$ cat src/rtl/satalnk_pkg.sv
// Shared SATA link-layer definitions: CRC constants, the TX CRC stage
// state encoding and the dword-wide CRC step used by both TX and RX.
package satalnk_pkg;

  localparam logic [31:0] SATA_CRC_POLY = 32'h04C11DB7;
  localparam logic [31:0] SATA_CRC_INIT = 32'h52325032;

  typedef enum logic [1:0] {
    PASS = 2'd0,
    CRC  = 2'd1,
    DROP = 2'd2
  } satalnk_crc_state_e;

  // One full dword folded into the CRC, MSB first, no reflection.
  function automatic logic [31:0] sata_crc32_next(input logic [31:0] crc,
                                                  input logic [31:0] dword);
    logic [31:0] c_s;
    logic        fb_s;
    c_s = crc;
    for (int i = 31; i >= 0; i--) begin
      fb_s = c_s[31] ^ dword[i];
      c_s  = {c_s[30:0], 1'b0};
      if (fb_s) begin
        c_s = c_s ^ SATA_CRC_POLY;
      end else begin
        c_s = c_s;
      end
    end
    return c_s;
  endfunction

endpackage

$ cat src/rtl/satalnk_txcrc_if.sv
// Dword stream bundle (valid/ready/data/last) used on both sides of the
// TX CRC stage.
interface satalnk_txcrc_if;
  logic        valid;
  logic        ready;
  logic [31:0] data;
  logic        last;

  modport master (output valid, output data, output last, input ready);
  modport slave  (input valid, input data, input last, output ready);
endinterface

$ cat src/rtl/satalnk_crc32.sv
// Running SATA CRC register: seeded with INIT, advanced one dword per
// enabled cycle, re-seeded by i_clear. Shared between the TX and RX paths.
module satalnk_crc32
  import satalnk_pkg::*;
#(
  parameter logic [31:0] INIT = SATA_CRC_INIT
) (
  input  logic        i_clk,
  input  logic        i_reset_n,
  input  logic        i_clear,
  input  logic        i_en,
  input  logic [31:0] i_data,
  output logic [31:0] o_crc
);

  logic [31:0] crc_r;
  logic [31:0] crc_next_s;

  // Next CRC value: re-seed has priority over a data step.
  always_comb begin
    crc_next_s = crc_r;
    if (i_clear) begin
      crc_next_s = INIT;
    end else if (i_en) begin
      crc_next_s = sata_crc32_next(crc_r, i_data);
    end else begin
      crc_next_s = crc_r;
    end
  end

  // CRC state register.
  always_ff @(posedge i_clk or negedge i_reset_n) begin
    if (!i_reset_n) begin
      crc_r <= INIT;
    end else begin
      crc_r <= crc_next_s;
    end
  end

  assign o_crc = crc_r;

endmodule

$ cat src/rtl/satalnk_txcrc.sv
// Link-layer TX CRC stage. Passes FIS dwords through with one cycle of
// latency, appends the SATA CRC dword (flagged by m_last) after the final
// dword, and truncates FISes longer than MAX_DWORDS, discarding the rest.
// Optional build macro SATALNK_TXCRC_ERRINJ_EN adds i_crc_errinj, which
// flips bit 0 of the CRC dword when high as the CRC dword is loaded.
module satalnk_txcrc
  import satalnk_pkg::*;
#(
  parameter int unsigned MAX_DWORDS   = 2049,
  parameter logic        OPT_LOWPOWER = 1'b0,
  parameter logic [31:0] CRC_INIT     = SATA_CRC_INIT
) (
  input  logic                   i_clk,
  input  logic                   i_reset_n,
  satalnk_txcrc_if.slave         s_if,
  satalnk_txcrc_if.master        m_if,
  output logic                   o_overlen
`ifdef SATALNK_TXCRC_ERRINJ_EN
  ,
  input  logic                   i_crc_errinj
`endif
);

  localparam logic [16:0] MAX_W = 17'(MAX_DWORDS);

  satalnk_crc_state_e state_r;
  satalnk_crc_state_e state_next_s;
  logic               trunc_r;
  logic               trunc_next_s;
  logic [15:0]        count_r;
  logic [16:0]        count_inc_s;

  logic               m_valid_r;
  logic [31:0]        m_data_r;
  logic               m_last_r;
  logic               overlen_r;

  logic               adv_s;
  logic               s_ready_s;
  logic               accept_s;
  logic               payload_load_s;
  logic               crc_load_s;
  logic               out_clear_s;
  logic               trunc_hit_s;
  logic [31:0]        crc_s;
  logic [31:0]        crc_word_s;

  assign adv_s       = !m_valid_r || m_if.ready;
  assign accept_s    = s_if.valid && s_ready_s;
  assign count_inc_s = {1'b0, count_r} + 17'd1;

`ifdef SATALNK_TXCRC_ERRINJ_EN
  assign crc_word_s = crc_s ^ {31'd0, i_crc_errinj};
`else
  assign crc_word_s = crc_s;
`endif

  // State and truncation flag register.
  always_ff @(posedge i_clk or negedge i_reset_n) begin
    if (!i_reset_n) begin
      state_r <= PASS;
      trunc_r <= 1'b0;
    end else begin
      state_r <= state_next_s;
      trunc_r <= trunc_next_s;
    end
  end

  // Next-state: close on s_last or on reaching the length limit.
  always_comb begin
    state_next_s = state_r;
    trunc_next_s = trunc_r;
    case (state_r)
      PASS: begin
        if (accept_s) begin
          if (s_if.last) begin
            state_next_s = CRC;
          end else if (count_inc_s == MAX_W) begin
            state_next_s = CRC;
            trunc_next_s = 1'b1;
          end else begin
            state_next_s = PASS;
          end
        end else begin
          state_next_s = PASS;
        end
      end
      CRC: begin
        if (adv_s) begin
          state_next_s = trunc_r ? DROP : PASS;
        end else begin
          state_next_s = CRC;
        end
      end
      DROP: begin
        if (accept_s && s_if.last) begin
          state_next_s = PASS;
          trunc_next_s = 1'b0;
        end else begin
          state_next_s = DROP;
        end
      end
      default: begin
        state_next_s = PASS;
        trunc_next_s = 1'b0;
      end
    endcase
  end

  // Per-state handshake and datapath strobes.
  always_comb begin
    s_ready_s      = 1'b0;
    payload_load_s = 1'b0;
    crc_load_s     = 1'b0;
    out_clear_s    = 1'b0;
    trunc_hit_s    = 1'b0;
    case (state_r)
      PASS: begin
        s_ready_s      = adv_s;
        payload_load_s = s_if.valid && adv_s;
        out_clear_s    = !s_if.valid && adv_s;
        trunc_hit_s    = s_if.valid && adv_s && !s_if.last && (count_inc_s == MAX_W);
      end
      CRC: begin
        crc_load_s = adv_s;
      end
      DROP: begin
        // Dropped dwords never reach the output; a pending CRC dword
        // is only retired here, never replaced.
        s_ready_s   = 1'b1;
        out_clear_s = adv_s;
      end
      default: begin
        s_ready_s = 1'b0;
      end
    endcase
  end

  // Accepted-dword counter, cleared as the CRC dword closes the FIS so a
  // truncated FIS also starts its successor from zero.
  always_ff @(posedge i_clk or negedge i_reset_n) begin
    if (!i_reset_n) begin
      count_r <= 16'd0;
    end else if (crc_load_s) begin
      count_r <= 16'd0;
    end else if (payload_load_s) begin
      count_r <= count_inc_s[15:0];
    end else begin
      count_r <= count_r;
    end
  end

  // Output register: payload dword, CRC dword, or retire when drained.
  always_ff @(posedge i_clk or negedge i_reset_n) begin
    if (!i_reset_n) begin
      m_valid_r <= 1'b0;
      m_data_r  <= 32'd0;
      m_last_r  <= 1'b0;
    end else if (crc_load_s) begin
      m_valid_r <= 1'b1;
      m_data_r  <= crc_word_s;
      m_last_r  <= 1'b1;
    end else if (payload_load_s) begin
      m_valid_r <= 1'b1;
      m_data_r  <= s_if.data;
      m_last_r  <= 1'b0;
    end else if (out_clear_s) begin
      m_valid_r <= 1'b0;
      m_data_r  <= OPT_LOWPOWER ? 32'd0 : m_data_r;
      m_last_r  <= 1'b0;
    end else begin
      m_valid_r <= m_valid_r;
      m_data_r  <= m_data_r;
      m_last_r  <= m_last_r;
    end
  end

  // Truncation pulse, one cycle per over-long FIS.
  always_ff @(posedge i_clk or negedge i_reset_n) begin
    if (!i_reset_n) begin
      overlen_r <= 1'b0;
    end else begin
      overlen_r <= trunc_hit_s;
    end
  end

  satalnk_crc32 #(
    .INIT (CRC_INIT)
  ) u_crc (
    .i_clk     (i_clk),
    .i_reset_n (i_reset_n),
    .i_clear   (crc_load_s),
    .i_en      (payload_load_s),
    .i_data    (s_if.data),
    .o_crc     (crc_s)
  );

  assign s_if.ready = s_ready_s;
  assign m_if.valid = m_valid_r;
  assign m_if.data  = m_data_r;
  assign m_if.last  = m_last_r;
  assign o_overlen  = overlen_r;

endmodule

$ cat src/flat_wrapper.sv
// flat-port wrapper written by rule: the top's interface ports become plain ports
module satalnk_txcrc_flat import satalnk_pkg::*;
#(
  parameter int unsigned MAX_DWORDS   = 2049,
  parameter logic        OPT_LOWPOWER = 1'b0,
  parameter logic [31:0] CRC_INIT     = SATA_CRC_INIT
)
  (i_clk, i_reset_n, o_overlen, s_if_valid, s_if_data, s_if_last, s_if_ready, m_if_valid, m_if_data, m_if_last, m_if_ready);
  satalnk_txcrc_if s_if_i ();
  satalnk_txcrc_if m_if_i ();
  input  logic i_clk;
  input  logic i_reset_n;
  output logic o_overlen;
  input wire logic [$bits(s_if_i.valid)-1:0] s_if_valid;
  input wire logic [$bits(s_if_i.data)-1:0] s_if_data;
  input wire logic [$bits(s_if_i.last)-1:0] s_if_last;
  output wire logic [$bits(s_if_i.ready)-1:0] s_if_ready;
  output wire logic [$bits(m_if_i.valid)-1:0] m_if_valid;
  output wire logic [$bits(m_if_i.data)-1:0] m_if_data;
  output wire logic [$bits(m_if_i.last)-1:0] m_if_last;
  input wire logic [$bits(m_if_i.ready)-1:0] m_if_ready;
  assign s_if_i.valid = s_if_valid;
  assign s_if_i.data = s_if_data;
  assign s_if_i.last = s_if_last;
  assign s_if_ready = s_if_i.ready;
  assign m_if_valid = m_if_i.valid;
  assign m_if_data = m_if_i.data;
  assign m_if_last = m_if_i.last;
  assign m_if_i.ready = m_if_ready;
  satalnk_txcrc #(.MAX_DWORDS(MAX_DWORDS), .OPT_LOWPOWER(OPT_LOWPOWER), .CRC_INIT(CRC_INIT)) u_core (.i_clk(i_clk), .i_reset_n(i_reset_n), .s_if(s_if_i), .m_if(m_if_i), .o_overlen(o_overlen));
endmodule
$ cat config.mk
export PLATFORM = sky130hd
export DESIGN_NAME = satalnk_txcrc_flat
export DESIGN_NICKNAME = d
export VERILOG_FILES = /design/src/rtl/satalnk_pkg.sv /design/src/rtl/satalnk_txcrc_if.sv /design/src/rtl/satalnk_crc32.sv /design/src/rtl/satalnk_txcrc.sv /design/src/flat_wrapper.sv
export SDC_FILE = /design/constraint.sdc
export NUM_CORES = 1
export LEC_CHECK = 0
export BUFFER_PORTS_ARGS = -buffer_cell sky130_fd_sc_hd__buf_2
export CAP_MARGIN = 5
export CORE_UTILIZATION = 55
export CTS_BUF_LIST = sky130_fd_sc_hd__clkbuf_16
export DETAILED_ROUTE_END_ITERATION = 8
export GPL_TIMING_DRIVEN = 0
export PLACE_DENSITY = 0.78
export REMOVE_ABC_BUFFERS = 1
export SYNTH_ARGS = -nofsm -noshare
export SYNTH_HDL_FRONTEND = slang
export SYNTH_SLANG_ARGS = --single-unit
$ cat constraint.sdc
create_clock -name i_clk -period 4.2 [get_ports i_clk]
set_input_delay 0.42 -clock i_clk [delete_from_list [all_inputs] [get_ports i_clk]]
set_output_delay 0.42 -clock i_clk [all_outputs]
set_load 0.01 [all_outputs]
======== Yosys cells after proc, flatten, opt, wreduce, memory -nomap -nowiden ========
Cells that the tools add are included.
storage, ports and cells
  flip-flop bits (word level) ............. 86
  bits of input ports ..................... 37
  output and inout bits ................... 36
  logic and storage cells ................. 217
cells by class
  add/subtract/negate cells ............... 1
  equal/unequal tests ..................... 7
  multiplexer cells ....................... 122
  bitwise logic cells ..................... 65
  reductions and logical operators ........ 14
operators by type and width
  cell                   count
  $mux 32                66
  $mux 27                32
  $not 14->14            32
  $mux 16                2
  $xor 1x1->1            32
  $add 16x1->17 const B  1
  $eq 17x12->1 const B   1
  $mux 1                 13
  $mux 2                 5
  $logic_and 1x1->1      6
  $ne 2x1->1 const B     3
  $pmux 2 s3             1
  $reduce_and 5->1       1
  $pmux 1 s2             2
  $logic_not 1->1        3
  $pmux 1 s3             1
  $reduce_bool 3->1      1
  $eq 2x1->1 const B     1
  $eq 2x2->1 const B     1
  $logic_not 2->1        1
  $ne 2x2->1 const B     1
  $reduce_bool 2->1      1
  $logic_or 1x1->1       1
  $not 1->1              1

======== Logic depth before layout (Yosys ltp) ========
Gate-level depths: netlist of the first run.
  word-level depth ........................ 130
  gate-level depth with buffers ........... 10
  mapped depth without buffers ............ 10

======== By module ========
Synthesis of the first run repeated with hierarchy kept, for this count alone.
second synthesis, totals
  cell total of the unflattened synthesis .. 725
  area total of the unflattened synthesis .. 7252.0 µm²
modules (own cells, without submodules)
  module         instances  cells each  area each (µm²)  seq. area each (µm²)
  satalnk_crc32  1          373         4364.2           814.5
  satalnk_txcrc  1          352         2887.8           1351.3

======== Least setup slack after synthesis of the first run ========
OpenSTA, ideal clock, no wires.
  kind .................................... reg2reg
  start ................................... register u_core.u_crc.crc_r[28] (netlist: u_core.u_crc.o_crc[28])
  end ..................................... register u_core.u_crc.crc_r[12] (netlist: u_core.u_crc.o_crc[12])
  setup time .............................. 0.080 ns
  arrival ................................. 3.794 ns
  data required time ...................... 4.120 ns
  slack ................................... 0.326 ns
  cell stages (with the launch flop) ...... 10
  path buffers ............................ 0
  clock period less this slack ............ 3.874 ns
  path through ............................ dfstp_2 xor2_2 xor3_4 xor3_2 xnor3_1 xnor3_2 xnor2_4 xnor2_4 xnor3_1 o22a_1
between the ends
  word-level cells in the longest chain between the ends .. 102
  elaborated cells between the ends (all ways) .. 136
  those cells by class .................... mux (93); bitwise (43)
ends and longest elaborated chain
  item                    line                 RTL
  from (decl)             satalnk_crc32.sv:16  logic [31:0] crc_r;
  from (signal assigned)  satalnk_crc32.sv:36  crc_r <= crc_next_s;
  $mux 32 (*)             satalnk_crc32.sv:24  end else if (i_en) begin
  $mux 32 (*)             satalnk_crc32.sv:22  if (i_clear) begin
  $mux 32 (*)             satalnk_crc32.sv:24
  $mux 32 (*)             satalnk_crc32.sv:22
  $mux 32 (*)             satalnk_crc32.sv:24
  $mux 32 (*)             satalnk_crc32.sv:22
  $xor 1x1->1 (*)         satalnk_pkg.sv:21    fb_s = c_s[31] ^ dword[i];
  $mux 27 (*)             satalnk_pkg.sv:23    if (fb_s) begin
  (+86 left out)          n/a
  $not 14->14 (no line)   n/a
  $mux 27                 satalnk_pkg.sv:23
  $mux 32 (*)             satalnk_crc32.sv:24
  $mux 32 (*)             satalnk_crc32.sv:22
  $not 14->14 (no line)   n/a
  $mux 27 (*)             satalnk_pkg.sv:23
  $mux 32 (*)             satalnk_crc32.sv:24
  $mux 32 (*)             satalnk_crc32.sv:22
Mark *: on every way between the ends. The rest lies on a longest branch, timed or not. The select of a mux whose other input is x is not followed.
A chain may end at the register's enable or synchronous reset.

======== Worst setup path in the final report of the first run ========
Same ends and word-level chain as after synthesis.

==> implementation parameters, run 1 <==
Parameter                              Value

Floorplan
  Area of the core    12160 um2
  Die X-Extent    114.3 um
  Initial core utilization    0.5704
  Die footprint    13070 um2
  Standard-cell rows    40
  IO Count    73
  Height of the die    114.3 um

Layout
  N_diodes    0
  Area added between synthesis and finish    15.28%
  Area of the multi-input gates    4771 um2
  Filler Cell Count    981
  Share of final-layout standard cells stronger than drive strength 1    0.2221
  Sequential cell area    2166 um2
  Net total in the final layout    750
  End-of-flow core utilization    0.6575

Global route
  M2 GR Usage    0.4517
  GR Util All Layers    0.2720
  Maximum number of pins on one net before global-route repair    46
  GR Layer Usage met1    0.3695
  Number of antenna violations at the first check in global routing    0
  Met3 Use GR    0.04817
  Remaining global-route overflow    0
  Grt peak-use layer    met2
  Via count of the first global-routing pass    4803
  First-pass GRT wire length    26.29 mm

Timing
  Final Max Slew Viols    0
  Min cycle time layout    4.097 ns
  Fraction of the cycle the final worst path needs    0.9755
  Max-Slew Margin vs Limit    0.2760
  RSZ-0062 raised after global routing    no
  Slew @ Worst Pin    1.083 ns
  Fin Clk Skew    0.008773 ns
  Setup-failing EPs final    0
  Final hold violation count    0
  Achievable frequency    244.1 MHz
  Final WS setup    0.1028 ns

Worst setup path
  Worst Setup Path Type    reg -> reg
  Worst-path fanout max    5
  Critical path required time    4.48 ns
  Crit path DAT    4.37 ns
  Library cell contributing the largest single delay on the critical path    sky130_fd_sc_hd__xor3_4
  CP Launch Type    flip-flop
  Endpoint type of the worst setup path    flip-flop
  Largest stage delay on the critical path    0.64 ns
  Cell chain of the critical path    xor2_4 -> xor3_4 -> xor3_2 -> xnor3_2 -> xnor3_2 -> xnor2_4 -> xnor2_4 -> xnor3_1 -> o22a_1

Placement
  I/O Buffers    72
  Post-placement setup slack    -0.2260 ns
  DPL Wire Length    12.58 mm
  Placer Congestion    0.9099

Detailed routing
  DRC viols    0
  Routed wire per std cell    18.71 um
  Via-to-Cell Ratio    5.507
  Vias    4868
  Detailed-router iteration count before antenna repair    5
  Violation count after the first detailed-routing iteration    343
  Antenna-violating nets left    0
  Final Routed Wirelength    16.54 mm

CTS
  Count of H-tree levels built during CTS    3
  Clock transition time at the flip-flop clock pins of the worst setup and hold paths    0.06 ns
  CTS Buf Count    9
  Largest buffer count on any clock path    2
  Clk sinks    86
  TritonCTS clock tree    built
  CTS Root Cell    sky130_fd_sc_hd__clkbuf_16
  Later-pin clock latency in the skew report    0.35 ns

Synth
  Post-synthesis instance area    6937 um2
  Average cell area after synthesis    10.91 um2
  Flops & latches, synth    86
  Number of enable flip-flop cells after synthesis    0
  Proportion of netlist area held by the largest area contributor    0.2706
  Most common cell in the netlist    sky130_fd_sc_hd__xnor2_1
  Most instantiated cells after synthesis    128 x sky130_fd_sc_hd__xnor2_1, 75 x sky130_fd_sc_hd__dfrtp_1, 73 x sky130_fd_sc_hd__nand2_1
  Top cell type by total area after synthesis    sky130_fd_sc_hd__dfrtp_1
  Synthesis Warnings    0
  Most used flip-flop cell after synthesis    sky130_fd_sc_hd__dfrtp_1
  Largest cells by area after synthesis    sky130_fd_sc_hd__dfrtp_1 27%, sky130_fd_sc_hd__xnor2_1 16%, sky130_fd_sc_hd__xnor3_1 13%
  Sequential element share of the synthesized area    0.3122
  FFs w/ async S/R, synth    1.000
  Instance count of the mapped netlist    636
  Distinct cell type count after synthesis    39

Job
  Max-cap check violation count    0

Worst hold path
  Type of the tightest min-delay check    in -> async

Outcome
  Result of the run    finished clean
[layout by cell type, fill, tap and decap left out, types with 10 or more instances in the layout]
cell type,n
sky130_fd_sc_hd__xnor2_1,126
sky130_fd_sc_hd__dfrtp_1,75
sky130_fd_sc_hd__nand2_1,72
sky130_fd_sc_hd__buf_2,71
sky130_fd_sc_hd__nor2_1,49
sky130_fd_sc_hd__xor2_1,38
sky130_fd_sc_hd__o21ai_0,38
sky130_fd_sc_hd__xnor3_1,36
sky130_fd_sc_hd__a22oi_1,20
sky130_fd_sc_hd__a21oi_1,13
sky130_fd_sc_hd__buf_4,13
sky130_fd_sc_hd__o22ai_1,12
sky130_fd_sc_hd__nand3_1,11
sky130_fd_sc_hd__xnor2_4,11
sky130_fd_sc_hd__dfstp_2,11
sky130_fd_sc_hd__xnor3_2,10
[final timing paths]
kind | slack [ns] | start | endpoint | depth (start not counted)
min reg2reg | 0.47 | u_core.m_if.data[30] | u_core.m_if.data[30] | 2
max in group asynchronous | 3.46 | i_reset_n | u_core.u_crc.o_crc[20] | 2
max reg2reg | 0.10 | u_core.u_crc.o_crc[28] | u_core.u_crc.o_crc[12] | 9
min | 0.06 | i_reset_n | u_core.m_if.data[12] | 1
max | 0.10 | u_core.u_crc.o_crc[28] | u_core.u_crc.o_crc[12] | 9
min in group i_clk | 0.28 | s_if_last | u_core.o_overlen | 2
[state kept, by name, indices dropped and copies added (netlist names)]
register            flops
u_core.count_r         16
u_core.m_if.data       32
u_core.m_if.last        1
u_core.m_if.valid       1
u_core.o_overlen        1
u_core.state_r          2
u_core.trunc_r          1
u_core.u_crc.o_crc     32
[logic make-up after synthesis]
kind of cell / share of synthesized area
xor gates and xnor gates: 0.4708
and+or+nand+nor: 0.09867
AOI/OAI and AO/OA: 0.1001
DFF: 0.3122
buffers and inverters: 0.01461
adders and majority gates: 0.003607
[metrics by stage]
step	instances	instance area, um2	setup TNS, ns	hold slack (ns)
after global routing	884	7996	0	0.09743
after global placement	852	7417	-34.32	0.4522
after floorplan	612	6847	0	0.1244
after detailed placement	855	7498	-2.014	0.4484
after CTS	873	7871	0	0.06918
final	884	7996	0	0.05755
[repair_timing]
| item | 4_1_cts | 5_1_grt |
|---|---|---|
| gates cloned | 0 | 0 |
| endpoints found under the setup margin | 14 | 11 |
| resized for setup | 6 | 6 |
| buffers inserted | 2 | 11 |
| pin swaps | 2 | 3 |
| hold buffers | 0 | 0 |
| endpoints found under the hold margin | 0 | 0 |
[per-layer routing]
layer	up-vias	part of all wire
met1	2406	0.44
li1	2312	-
met3	14	0.055
met2	136	0.49
met4	0	0.012
met5	-	0
[critical path, delay by kind of cell (launching register included)]
kind / cells / cell delay [ns]
DFF: 1 / 0.59
xor gates and xnor gates: 8 / 3.25
AOI/OAI and AO/OA: 1 / 0.19
[final cells by class]
type / count / area share
multi-input combinational: 523 / 0.5966
sequential: 86 / 0.2708
timing repair buffer: 88 / 0.06759
clock buffer: 9 / 0.02816
tap: 168 / 0.02629
clock inverter: 7 / 0.009075
inverter: 3 / 0.001408
Power of run 1 is left out: the tool's default activity adds up to more than one toggle a clock period on the data nets, which glitch-free logic cannot reach.
==> run 2, diff against run 1 <==
--- a/config.mk
+++ b/config.mk
@@ -11,7 +11,7 @@
 export CTS_BUF_LIST = sky130_fd_sc_hd__clkbuf_16
 export DETAILED_ROUTE_END_ITERATION = 8
 export GPL_TIMING_DRIVEN = 0
-export PLACE_DENSITY = 0.78
+export PLACE_DENSITY_LB_ADDON = 0.2
 export REMOVE_ABC_BUFFERS = 1
 export SYNTH_ARGS = -nofsm -noshare
 export SYNTH_HDL_FRONTEND = slang
==> constraint.sdc (replaced) <==
create_clock -name i_clk -period 3.5 [get_ports i_clk]
set_input_delay 0.35 -clock i_clk [delete_from_list [all_inputs] [get_ports i_clk]]
set_output_delay 0.35 -clock i_clk [all_outputs]
set_load 0.01 [all_outputs]
==> implementation parameters, run 2 (synthesis results as in run 1) <==
Parameter                              Value

Outcome
  Result of the run    finished, violations left
  Violations in the final reports    setup timing

CTS
  TritonCTS clock tree    built
  Clock transition time at the flip-flop clock pins of the worst setup and hold paths    0.07 ns
  Later-pin clock latency in the skew report    0.35 ns
  CTS Buf Count    9
  Clk sinks    86
  Count of H-tree levels built during CTS    3
  Largest buffer count on any clock path    2
  CTS Root Cell    sky130_fd_sc_hd__clkbuf_16

Timing
  RSZ-0062 raised after global routing    yes
  Final hold violation count    0
  Min cycle time layout    3.718 ns
  Fraction of the cycle the final worst path needs    1.062
  Fin Clk Skew    0.01188 ns
  Final Max Slew Viols    0
  Final WS setup    -0.2175 ns
  Aggregate negative setup slack    -2.470 ns
  Max-Slew Margin vs Limit    0.2609
  Slew @ Worst Pin    1.106 ns
  Setup-failing EPs final    19
  Achievable frequency    269.0 MHz
  Worst hold-check slack    0.2031 ns

Global route
  GR Util All Layers    0.3280
  Number of antenna violations at the first check in global routing    0
  Remaining global-route overflow    0
  Via count of the first global-routing pass    5506
  First-pass GRT wire length    31.41 mm
  Maximum number of pins on one net before global-route repair    52

Floorplan
  IO Count    73
  Die footprint    13070 um2
  Initial core utilization    0.5704
  Standard-cell rows    40
  Area of the core    12160 um2
  Height of the die    114.3 um
  Die X-Extent    114.3 um

Worst hold path
  Worst hold path endpoint    u_core.o_overlen
  Hold depth    2
  Type of the tightest min-delay check    in -> reg
  Worst hold start    s_if_last

Placement
  Placer Congestion    0.8926
  Total placed instance area    7533 um2
  DPL Wire Length    12.66 mm
  I/O Buffers    72

Detailed routing
  DRC viols    0
  Detailed-router iteration count before antenna repair    5
  Via-to-Cell Ratio    5.528
  Final Routed Wirelength    20.39 mm
  Vias    5417
  Antenna-violating nets left    0
  Violation count after the first detailed-routing iteration    395
  Routed wire per std cell    20.81 um

Layout
  Net total in the final layout    846
  Area added between synthesis and finish    36.92%
  Area of the multi-input gates    5410 um2
  End-of-flow core utilization    0.7810
  Leading cell type in the layout, fill and taps excluded    sky130_fd_sc_hd__xnor2_1
  Share of final-layout standard cells stronger than drive strength 1    0.3916
  Sequential cell area    2168 um2
  Final design instance area without fill    9498 um2
  Commonest cells after routing, fill and taps aside    94 x sky130_fd_sc_hd__xnor2_1, 90 x sky130_fd_sc_hd__buf_4, 73 x sky130_fd_sc_hd__dfrtp_1
  Filler Cell Count    758
  N_diodes    0

Worst setup path
  Critical R2R Launch    u_core.u_crc.o_crc[28]
  CP Launch Type    flip-flop
  Critical path required time    3.77 ns
  Crit path DAT    3.99 ns
  Worst-path fanout max    4
  Setup slack of the worst register-to-register path    -0.22 ns
  Endpoint type of the worst setup path    flip-flop
  Worst Setup Path Type    reg -> reg
  Worst reg2reg path depth    12
  Endpoint of the worst register-to-register path    u_core.u_crc.o_crc[12]
  CP startpoint    u_core.u_crc.o_crc[28]

Job
  Max-cap check violation count    0
## run 2: changes by cell type in the layout (fill, tap and decap cells not counted), moves of 12 or more
cell	change
sky130_fd_sc_hd__buf_4	+77
sky130_fd_sc_hd__xnor2_1	-32
sky130_fd_sc_hd__xnor2_2	+16
sky130_fd_sc_hd__xnor2_4	+16
sky130_fd_sc_hd__xnor3_1	-14
sky130_fd_sc_hd__xnor3_2	+14
sky130_fd_sc_hd__xor2_1	-12
## run 2: metal layers
metal	global-route usage	vias to the layer above	routed length [um]
li1	-	2488	-
met1	0.4439	2710	9070
met2	0.5160	186	9642
met3	0.07676	33	1158
met4	0.1247	0	523
met5	0	-	0
## run 2: final cells by class
cell class,instances,share of cell area
clock buffers,9,0.02371
flip-flops and latches,86,0.2283
clock inverters,7,0.005928
well taps,168,0.02213
inverters,3,0.001186
multi-input cells,523,0.5696
repair buffers,184,0.1491
## run 2: worst max-delay path by stage
| stage | endpoint | slack, ns | cells after the start |
|---|---|---|---|
| 2_1_floorplan | u_core.u_crc.o_crc[12] | -0.38 | 9 |
| 3_3_place_gp | u_core.count_r[4] | -1.57 | 7 |
| 3_5_place_dp | u_core.u_crc.o_crc[7] | -0.99 | 10 |
| 4_1_cts | u_core.u_crc.o_crc[12] | -0.14 | 12 |
| 5_1_grt | u_core.u_crc.o_crc[16] | -0.30 | 12 |
| 6_report | u_core.u_crc.o_crc[12] | -0.22 | 12 |
## run 2: worst max-delay path, stage by stage, from the launching register on
cell	delay (ns)
sky130_fd_sc_hd__dfstp_2	0.59
sky130_fd_sc_hd__xor2_4	0.24
sky130_fd_sc_hd__buf_4	0.19
sky130_fd_sc_hd__xnor2_4	0.08
sky130_fd_sc_hd__buf_12	0.15
sky130_fd_sc_hd__xnor2_1	0.25
sky130_fd_sc_hd__xor2_1	0.27
sky130_fd_sc_hd__xnor3_2	0.43
sky130_fd_sc_hd__xnor3_2	0.41
sky130_fd_sc_hd__buf_4	0.15
sky130_fd_sc_hd__xor3_1	0.21
sky130_fd_sc_hd__xnor3_2	0.47
sky130_fd_sc_hd__o22a_1	0.20
## run 2: stage by stage
| step | cells | setup WS (ns) |
|---|---|---|
| final | 980 | -0.2175 |
| after global routing | 980 | -0.2988 |
| after CTS | 969 | -0.1391 |
| after detailed placement | 856 | -0.9891 |
| after global placement | 852 | -1.570 |
| after floorplan | 612 | -0.3796 |
## run 2: repair_timing
action,4_1_cts,5_1_grt
setup buffers,96,11
endpoints found under the hold margin,7,0
gates cloned,0,0
setup endpoints to repair,32,30
resized for setup,85,26
hold buffers,1,0
pin swaps,58,14
Power of run 2 is left out for the same reason.
==> run 3, diff against run 2 <==
--- a/config.mk
+++ b/config.mk
@@ -5,6 +5,7 @@
 export SDC_FILE = /design/constraint.sdc
 export NUM_CORES = 1
 export LEC_CHECK = 0
+export ABC_AREA = 1
 export BUFFER_PORTS_ARGS = -buffer_cell sky130_fd_sc_hd__buf_2
 export CAP_MARGIN = 5
 export CORE_UTILIZATION = 55
==> implementation parameters, run 3 <==
Parameter                              Value

Outcome
  Result of the run    finished clean

Timing
  Aggregate negative setup slack    0 ns
  Final Max Slew Viols    0
  Setup-failing EPs final    0
  Slew @ Worst Pin    0.8865 ns
  Worst hold-check slack    0.1970 ns
  Fraction of the cycle the final worst path needs    0.9708
  Max-Slew Margin vs Limit    0.4081
  Min cycle time layout    3.398 ns
  Achievable frequency    294.3 MHz
  Final hold violation count    0
  Fin Clk Skew    0.01167 ns

Floorplan
  Standard-cell rows    45
  Area of the core    15430 um2
  Height of the die    128.7 um
  IO Count    73
  Die X-Extent    128.7 um
  Initial core utilization    0.5720
  Die footprint    16560 um2

Layout
  Share of final-layout standard cells stronger than drive strength 1    0.2416
  Filler Cell Count    1412
  N_diodes    0
  Non-filler cells in the finished layout    1676
  Commonest cells after routing, fill and taps aside    523 x sky130_fd_sc_hd__nand2_1, 137 x sky130_fd_sc_hd__nand3_1, 120 x sky130_fd_sc_hd__inv_1
  Area added between synthesis and finish    16.74%
  Leading cell type in the layout, fill and taps excluded    sky130_fd_sc_hd__nand2_1
  Net total in the final layout    1499

CTS
  CTS Root Cell    sky130_fd_sc_hd__clkbuf_16
  Clock transition time at the flip-flop clock pins of the worst setup and hold paths    0.08 ns
  Count of H-tree levels built during CTS    3
  TritonCTS clock tree    built
  CTS Buf Count    9
  Clk sinks    86
  Later-pin clock latency in the skew report    0.36 ns
  Largest buffer count on any clock path    2

Detailed routing
  Wire length the detailed router placed on met1    11.83 mm
  Detailed-router iteration count before antenna repair    5
  Vias    9233
  DRC viols    0
  Final Routed Wirelength    27.88 mm
  Violation count after the first detailed-routing iteration    857
  Highest routed metal layer    met4
  Detailed-routed wire length on met2    12.38 mm
  Routed wire per std cell    16.63 um
  Total met3 wirelength after detailed routing    2.165 mm
  Antenna-violating nets left    0
  Via-to-Cell Ratio    5.509

Worst setup path
  Crit path DAT    3.70 ns
  Worst-path fanout max    7
  Critical path required time    3.80 ns
  CP Launch Type    flip-flop
  Endpoint type of the worst setup path    flip-flop
  Worst Setup Path Type    reg -> reg

Placement
  Placer Congestion    0.9682
  Dpl cells    1630
  DPL Wire Length    21.02 mm
  I/O Buffers    72

Synth
  Average cell area after synthesis    6.474 um2
  Instance count of the mapped netlist    1363
  FFs w/ async S/R, synth    1.000
  Proportion of netlist area held by the largest area contributor    0.2284
  Flops & latches, synth    86
  Sequential element share of the synthesized area    0.2454
  Largest cells by area after synthesis    sky130_fd_sc_hd__nand2_1 23%, sky130_fd_sc_hd__dfrtp_1 21%, sky130_fd_sc_hd__xor2_1 8.1%
  Most instantiated cells after synthesis    537 x sky130_fd_sc_hd__nand2_1, 140 x sky130_fd_sc_hd__nand3_1, 124 x sky130_fd_sc_hd__inv_1
  Number of enable flip-flop cells after synthesis    0
  Post-synthesis instance area    8825 um2
  Distinct cell type count after synthesis    45
  Synthesis Warnings    0
  Top cell type by total area after synthesis    sky130_fd_sc_hd__nand2_1
  Most used flip-flop cell after synthesis    sky130_fd_sc_hd__dfrtp_1
  Most common cell in the netlist    sky130_fd_sc_hd__nand2_1

Global route
  Via count of the first global-routing pass    7928
  First-pass GRT wire length    42.03 mm
  GR Util All Layers    0.3366
  Remaining global-route overflow    0
  Number of antenna violations at the first check in global routing    0
  Maximum number of pins on one net before global-route repair    68

Worst hold path
  Type of the tightest min-delay check    in -> reg

Job
  Max-cap check violation count    0
run 3: final timing paths:
| kind | start | endpoint | slack (ns) | cells past startpoint |
|---|---|---|---|---|
| max in group asynchronous | i_reset_n | u_core.u_crc.o_crc[20] | 2.39 | 3 |
| hold / removal | s_if_last | u_core.o_overlen | 0.20 | 2 |
| min in group asynchronous | i_reset_n | u_core.m_if.data[11] | 0.42 | 2 |
| setup / recovery | u_core.u_crc.o_crc[28] | u_core.u_crc.o_crc[25] | 0.10 | 18 |
| hold reg to reg | u_core.trunc_r | u_core.state_r[1] | 0.47 | 2 |
| setup reg to reg | u_core.u_crc.o_crc[28] | u_core.u_crc.o_crc[25] | 0.10 | 18 |
run 3: cell type report:
class,instances,area (um2),area share
inverter,161,616.8,0.05987
multi-input combinational,1096,6261,0.6077
timing repair buffer,106,688.2,0.06680
tap,211,264.0,0.02563
clock inverter,7,81.33,0.007894
clock buffer,9,225.2,0.02186
sequential,86,2166,0.2102
run 3: metal layers:
layer / GRT usage / vias to the layer above
li1: - / 4486
met1: 0.4455 / 4277
met2: 0.5256 / 376
met3: 0.06112 / 94
met4: 0.1744 / 0
met5: 0 / -
run 3: stage by stage:
step / util / worst slack [ns] / instance area, um2
4_1_cts: 0.6358 / 0.01065 / 9809
5_1_grt: 0.6678 / -0.04787 / 10300
3_5_place_dp: 0.6135 / -0.6043 / 9464
6_report: 0.6678 / 0.1023 / 10300
2_1_floorplan: - / -1.124 / 8732
3_3_place_gp: 0.6065 / -4.457 / 9356
run 3: critical path: stages, from the launching register on:
cell	delay [ns]
sky130_fd_sc_hd__dfstp_2	0.62
sky130_fd_sc_hd__inv_2	0.06
sky130_fd_sc_hd__nand2_1	0.10
sky130_fd_sc_hd__nand2_4	0.12
sky130_fd_sc_hd__nand2_4	0.10
sky130_fd_sc_hd__nand3b_1	0.20
sky130_fd_sc_hd__nand2_4	0.14
sky130_fd_sc_hd__nand2_2	0.08
sky130_fd_sc_hd__nand3_1	0.14
sky130_fd_sc_hd__nand2_1	0.11
sky130_fd_sc_hd__nand2_4	0.16
sky130_fd_sc_hd__nand2_8	0.10
sky130_fd_sc_hd__buf_4	0.16
sky130_fd_sc_hd__xnor2_1	0.32
sky130_fd_sc_hd__xnor2_1	0.18
sky130_fd_sc_hd__xor2_1	0.27
sky130_fd_sc_hd__xor2_1	0.31
sky130_fd_sc_hd__o21ai_1	0.09
sky130_fd_sc_hd__inv_1	0.06
run 3: repair_timing:
action,4_1_cts,5_1_grt
pin swaps,1,26
setup buffers,1,28
hold buffers,1,0
hold endpoints to repair,16,0
endpoints found under the setup margin,26,28
resized for setup,7,56
run 3: kinds of logic (layout without fill, tap and decap cells):
logic type | after synthesis | in the layout | synth area share
and+or+nand+nor | 888 | 888 | 0.4795
buffers and inverters | 181 | 283 | 0.07982
xor gates and xnor gates | 125 | 125 | 0.1304
DFF | 86 | 86 | 0.2454
AOI/OAI and AO/OA | 81 | 81 | 0.06196
adders and majority gates | 2 | 2 | 0.002835
Power of run 3 is left out for the same reason.
